`config.mk`:
```
export PLATFORM = sky130hd
export DESIGN_NAME = rt_req_ctl
export DESIGN_NICKNAME = d
export VERILOG_FILES = /design/src/rtl/rt_req_ctl.sv
export SDC_FILE = /design/constraint.sdc
export NUM_CORES = 1
export LEC_CHECK = 0
export BUFFER_PORTS_ARGS = -buffer_cell sky130_fd_sc_hd__buf_2
export CAP_MARGIN = 20
export CORE_UTILIZATION = 48
export CTS_CLUSTER_SIZE = 10
export DETAILED_ROUTE_END_ITERATION = 6
export HOLD_SLACK_MARGIN = 0.03
export PLACE_DENSITY_LB_ADDON = 0.12
export SLEW_MARGIN = 15
export SYNTH_ARGS = -nofsm -noshare
export SYNTH_HDL_FRONTEND = slang
export SYNTH_SLANG_ARGS = --single-unit
```
`constraint.sdc`:
```
create_clock -name clk -period 2.16 [get_ports clk]
set_clock_uncertainty 0.2 [all_clocks]
set_input_delay 0 -clock clk [delete_from_list [all_inputs] [get_ports clk]]
set_output_delay 0 -clock clk [all_outputs]
set_load 0.03 [all_outputs]
```
`src/rtl/rt_req_ctl.sv`:
```
// Routing-request controller: parks per-VC directions, presents one WAIT VC at a time to the VC allocator, holds the path until tail.
// va_req follows acceptance by one edge; an offered request is frozen until granted. RT_WDOG_EN adds a sticky per-VC wait watchdog (rt_err).
module rt_req_ctl #(
  parameter int VCN    = 2,
  parameter int SN     = 4,
  parameter int WDOG_W = 8
) (
  input  logic              clk,
  input  logic              rstn,
  input  logic [VCN-1:0]    rt_valid,
  input  logic [VCN*SN-1:0] rt_dir,
  output logic [VCN-1:0]    rt_ready,
  output logic              va_req,
  output logic [VCN-1:0]    va_vc,
  output logic [SN-1:0]     va_dir,
  input  logic              va_gnt,
  input  logic [VCN-1:0]    tail_done,
  output logic [VCN-1:0]    vc_active,
  output logic [VCN*SN-1:0] sw_dir,
  output logic [VCN-1:0]    rt_err
);
  localparam int PW = (VCN > 1) ? $clog2(VCN) : 1;

  typedef enum logic [1:0] {ST_IDLE, ST_WAIT, ST_ACTIVE} st_t;

  if (VCN < 1 || SN < 1 || WDOG_W < 1) begin : g_bad_param
    $error("rt_req_ctl: VCN, SN and WDOG_W must all be at least 1");
  end

  st_t           st_q  [VCN];
  st_t           st_d  [VCN];
  logic [SN-1:0] dir_q [VCN];
  logic [SN-1:0] dir_d [VCN];
  logic [PW-1:0] rr_ptr_q, rr_ptr_d;
  logic [PW-1:0] sel_q, sel_d;
  logic [PW-1:0] rr_idx, sel_idx;
  logic          lock_q, lock_d;
  logic          rr_found, gnt_ok;

  always_comb begin : next_state
    int idx_i;
    int nxt_i;
    idx_i     = 0;
    nxt_i     = 0;
    rr_found  = 1'b0;
    rr_idx    = '0;
    st_d      = st_q;
    dir_d     = dir_q;
    rr_ptr_d  = rr_ptr_q;
    sel_d     = sel_q;
    lock_d    = lock_q;
    rt_ready  = '0;
    vc_active = '0;
    sw_dir    = '0;
    va_vc     = '0;

    // First WAIT VC at or after the pointer, wrapping.
    for (int i = 0; i < VCN; i++) begin
      idx_i = int'(rr_ptr_q) + i;
      if (idx_i >= VCN) idx_i = idx_i - VCN;
      if (!rr_found && st_q[PW'(idx_i)] == ST_WAIT) begin
        rr_found = 1'b1;
        rr_idx   = PW'(idx_i);
      end
    end

    sel_idx = lock_q ? sel_q : rr_idx;
    va_req  = lock_q | rr_found;
    va_dir  = va_req ? dir_q[sel_idx] : '0;
    gnt_ok  = va_req & va_gnt;

    for (int v = 0; v < VCN; v++) begin
      rt_ready[v]           = (st_q[v] == ST_IDLE);
      vc_active[v]          = (st_q[v] == ST_ACTIVE);
      sw_dir[v*SN +: SN]    = (st_q[v] == ST_ACTIVE) ? dir_q[v] : '0;
      va_vc[v]              = va_req && (sel_idx == PW'(v));
      unique case (st_q[v])
        ST_IDLE: if (rt_valid[v]) begin
          st_d[v]  = ST_WAIT;
          dir_d[v] = rt_dir[v*SN +: SN];
        end
        ST_WAIT:   if (gnt_ok && sel_idx == PW'(v)) st_d[v] = ST_ACTIVE;
        ST_ACTIVE: if (tail_done[v]) st_d[v] = ST_IDLE;
        default:   st_d[v] = ST_IDLE;
      endcase
    end

    // An unanswered request freezes the selection; a grant releases it and advances the pointer.
    if (gnt_ok) begin
      lock_d = 1'b0;
      nxt_i  = int'(sel_idx) + 1;
      if (nxt_i >= VCN) nxt_i = 0;
      rr_ptr_d = PW'(nxt_i);
    end else if (va_req) begin
      lock_d = 1'b1;
      sel_d  = sel_idx;
    end
  end

  always_ff @(posedge clk or negedge rstn) begin
    if (!rstn) begin
      for (int v = 0; v < VCN; v++) begin
        st_q[v]  <= ST_IDLE;
        dir_q[v] <= '0;
      end
      rr_ptr_q <= '0;
      sel_q    <= '0;
      lock_q   <= 1'b0;
    end else begin
      st_q     <= st_d;
      dir_q    <= dir_d;
      rr_ptr_q <= rr_ptr_d;
      sel_q    <= sel_d;
      lock_q   <= lock_d;
    end
  end

`ifdef RT_WDOG_EN
  localparam logic [WDOG_W-1:0] WdogMax = '1;

  logic [WDOG_W-1:0] wd_cnt_q [VCN];
  logic [WDOG_W-1:0] wd_cnt_d [VCN];
  logic [VCN-1:0]    err_q, err_d;

  always_comb begin : wdog
    wd_cnt_d = wd_cnt_q;
    err_d    = err_q;
    for (int v = 0; v < VCN; v++) begin
      if (st_q[v] == ST_IDLE && rt_valid[v]) begin
        wd_cnt_d[v] = '0;
      end else if (st_q[v] == ST_WAIT && wd_cnt_q[v] != WdogMax) begin
        wd_cnt_d[v] = wd_cnt_q[v] + WDOG_W'(1);
      end
      if (wd_cnt_d[v] == WdogMax) err_d[v] = 1'b1;
    end
  end

  always_ff @(posedge clk or negedge rstn) begin
    if (!rstn) begin
      for (int v = 0; v < VCN; v++) wd_cnt_q[v] <= '0;
      err_q <= '0;
    end else begin
      wd_cnt_q <= wd_cnt_d;
      err_q    <= err_d;
    end
  end

  assign rt_err = err_q;
`else
  assign rt_err = '0;
`endif

endmodule

```
==> impl_summary.md <==
Finish
After routing the design area is 1160 um2. Fill cells in the final layout number 119. The number of antenna repair diodes is 0. The net count of the finished layout is 142. The area growth from synthesis to layout is 47.1%.

The flip-flop and latch area is 375 um2. The utilization after layout is 0.759. Excluding fillers, the count of instances in the completed layout stands at 142.

Of the cells placed in the final design, the portion with a size suffix greater than 1 is 0.373. The area of the multi-input gates is 378 um2.

Power
Of the total power, the share spent switching nets is 0.480. The combinational share of power is 0.587. The static leakage is 0.000589 uW. The worst-case IR drop observed on VDD is 0.00144 V. The power density over the cells is 1490 nW/um2. The share of total power dissipated in sequential elements is 0.319. The switching power of the nets is 828 uW.

The internal portion of the total power is 897 uW. The fraction of power consumed by the clock network is 0.094.

CTS
TritonCTS created 3 clock buffers. The cell at the root of the clock tree is sky130_fd_sc_hd__clkbuf_4. After clock tree synthesis, the clock-pin slew on the worst setup and hold paths is 0.09 ns. The CTS tree is done. In this run the post-CTS setup repair buffer count came out at 0. Counting along the longest clock path gives a buffer depth of 2. Clock tree synthesis found a total of 15 sinks. The clock latency on the worst-skew pair is 0.29 ns. In this run the number of H-tree levels came out at 1.

STA
For the pin with the worst max-slew slack, the measured transition is 0.656 ns. Setup violations remaining at the end of the flow were counted as 0. Setup repair after global routing left no endpoint under its margin. The minimum clock period after layout is 1.96 ns. The tightest slew margin relative to the limit is 0.561.

Setup total negative slack on the finished layout was measured at 0 ns. The fmax is 511 MHz. The final count of pins violating max slew was 0.

In the finished design, the share of the clock period the worst path needs comes to 0.906. The final hold violation count came to 0.

Floorplanning
The starting density of the core is 0.516. The I/O pin count is 36. The initialized floorplan defines 14 standard-cell rows. The floorplan step set the die width to 42.5 um. From bottom edge to top edge, the die measures 42.5 um.

The floorplan step defined a core boundary enclosing 1520 um2. The area of the die is 1810 um2.

Logic synthesis
Synthesis produced a netlist whose cell count is 73. Yosys instantiated no cell more often than sky130_fd_sc_hd__dfrtp_1. For this run, the number of Yosys warnings is 0. In the synthesized netlist the dominant register cell turns out to be sky130_fd_sc_hd__dfrtp_1. Of all cell types, the one taking the most synthesized area is sky130_fd_sc_hd__dfrtp_1. In the synthesized netlist, the cells that appear most often are sky130_fd_sc_hd__dfrtp_1, sky130_fd_sc_hd__nor2_1, sky130_fd_sc_hd__and2_1, sky130_fd_sc_hd__mux2_2, sky130_fd_sc_hd__inv_1.

Synthesis instantiated 22 different standard cells from the library. The average cell area after synthesis is 10.8 um2. The share of flip-flops with an asynchronous set or reset after synthesis is 1.00. The share of the yosys chip area belonging to registers is 0.477.

Of the post-synthesis cell area, the dominant cell type holds 0.477. The post-synthesis instance area is 787 um2. In this run, synthesis produced a sequential element count of 15. By area the synthesized netlist is led by sky130_fd_sc_hd__dfrtp_1, sky130_fd_sc_hd__mux2_2, sky130_fd_sc_hd__and2_1. Counting flops with a built-in enable in the synthesized netlist gives 0.

Critical path
The startpoint of the worst setup timing path is lock_q. The largest fanout of any net on the critical path is 8. The required time at the endpoint of the critical path is 2.19 ns. STA classifies the critical path endpoint as a flip-flop. In this run the critical register-to-register path is launched from lock_q. The worst setup path is of the flip-flop to flip-flop kind. Data arrives at the worst endpoint at 1.99 ns.

STA classifies the critical path startpoint as a flip-flop.

GRT
The global router's overall resource usage is 0.218. For this run the aggregate overflow at the end of global routing stands at 0. The via count of the first global-routing pass is 727.

The pin count of the biggest net entering global routing is 16. The number of antenna violations at the first check in global routing is 0. The first global-routing pass estimated 2880 um of wire.

Routing
The number of search-and-repair iterations in the first detailed-routing pass is 2. The routed design has 1660 um of wire. The count of nets left with antenna violations once routing finished came out at 0.

After detailed routing, the number of vias per cell comes to 4.80. For this run, design rule violations remaining after detail routing come to 0. Dividing the detail-routed wire length by the instance count gives 11.7 um. The detailed router's first-iteration violation count is 2. For this block, the via count after detailed routing is 681.

Placed design
The placed instances occupy a cell area of 961 um2. The total placed cells including tap cells is 121. The count of port buffers added during placement is 33. Routability-driven placement finished with a final weighted congestion of 0.747.

Hold path
The origin of the worst min-delay path is rt_dir[4]. The tightest min-delay check is of the input pin to flip-flop type.

Outcome
The flow ran to the end, and the final reports show no timing, DRC or antenna violations.

Job
The total of max-cap violations is 0.
worst max-delay path, stage by stage, from the launching register on:
cell and delay (ns):
sky130_fd_sc_hd__dfrtp_1 0.51, sky130_fd_sc_hd__mux2i_4 0.44, sky130_fd_sc_hd__nand3_1 0.12, sky130_fd_sc_hd__o21ai_0 0.08, sky130_fd_sc_hd__dlygate4sd3_1 0.55
metal layers:
layer / vias up / global-route usage / wire length [um]
met4: 0 / 0.0563 / 14
met3: 2 / 0.0776 / 60
met2: 16 / 0.394 / 845
met1: 313 / 0.238 / 735
met5: - / 0 / 0
li1: 350 / - / -
power by group through the flow:
stage | logic (uW) | clock network [uW] | registers (uW)
floorplan | 757 | 0 | 522
global placement | 958 | 0 | 555
detailed placement | 961 | 0 | 561
CTS | 1010 | 163 | 554
global route | 1110 | 175 | 574
finish | 1010 | 162 | 551
repair_timing:
action | 4_1_cts | 5_1_grt
gates resized for setup | 0 | 0
hold buffers | 17 | 0
endpoints found under the hold margin | 30 | 0
final timing paths:
| kind | to | slack (ns) | depth (start not counted) |
|---|---|---|---|
| max reg2reg | st_q[3] | 0.20 | 4 |
| max in group asynchronous | dir_q[4] | 0.75 | 3 |
| min reg2reg | st_q[2] | 0.32 | 1 |
| min | dir_q[0] | 0.27 | 3 |
| min in group asynchronous | st_q[1] | 0.59 | 3 |
| max | st_q[3] | 0.20 | 4 |
stage by stage:
| stage | hold slack, ns | setup slack (ns) | power (uW) |
|---|---|---|---|
| 3_5_place_dp | -0.281 | 0.583 | 1520 |
| 4_1_cts | 0.271 | 0.208 | 1730 |
| 2_1_floorplan | -0.496 | 0.320 | 1280 |
| 3_3_place_gp | -0.277 | 0.592 | 1510 |
| 5_1_grt | 0.274 | 0.101 | 1850 |
| 6_report | 0.268 | 0.204 | 1730 |
flip-flops by register name (all words and copies together), names as in the netlist:
register,count
dir_q,8
st_q,4
lock_q,1
rr_ptr_q,1
sel_q,1
cells in the final DEF (no fill, tap or decap), types with 2 or more instances in the layout:
master | synthesis | routed
sky130_fd_sc_hd__buf_2 | 0 | 33
sky130_fd_sc_hd__nor2_1 | 10 | 10
sky130_fd_sc_hd__and2_0 | 2 | 2
sky130_fd_sc_hd__mux2i_1 | 5 | 5
sky130_fd_sc_hd__mux2_2 | 8 | 8
sky130_fd_sc_hd__inv_1 | 6 | 6
sky130_fd_sc_hd__conb_1 | 1 | 2
sky130_fd_sc_hd__and2_1 | 8 | 8
sky130_fd_sc_hd__o21ai_0 | 2 | 2
sky130_fd_sc_hd__dfrtp_1 | 15 | 15
sky130_fd_sc_hd__nor2b_1 | 3 | 3
sky130_fd_sc_hd__dlygate4sd3_1 | 0 | 17
sky130_fd_sc_hd__clkbuf_4 | 0 | 3
area by class of cell:
class / instances / area share
Clock buffer: 4 / 0.0227
Inverter: 6 / 0.0195
Multi-Input combinational cell: 51 / 0.326
Sequential cell: 15 / 0.324
Tap cell: 16 / 0.0173
Timing Repair Buffer: 50 / 0.290
logic make-up after synthesis:
logic type | Yosys count | synth area share
muxes | 14 | 0.207
AOI/OAI and AO/OA | 8 | 0.0874
buffers and inverters | 8 | 0.0477
and+or+nand+nor | 27 | 0.176
other | 1 | 0.00476
DFF | 15 | 0.477
No activity file was read; power rests on OpenSTA's default activity.
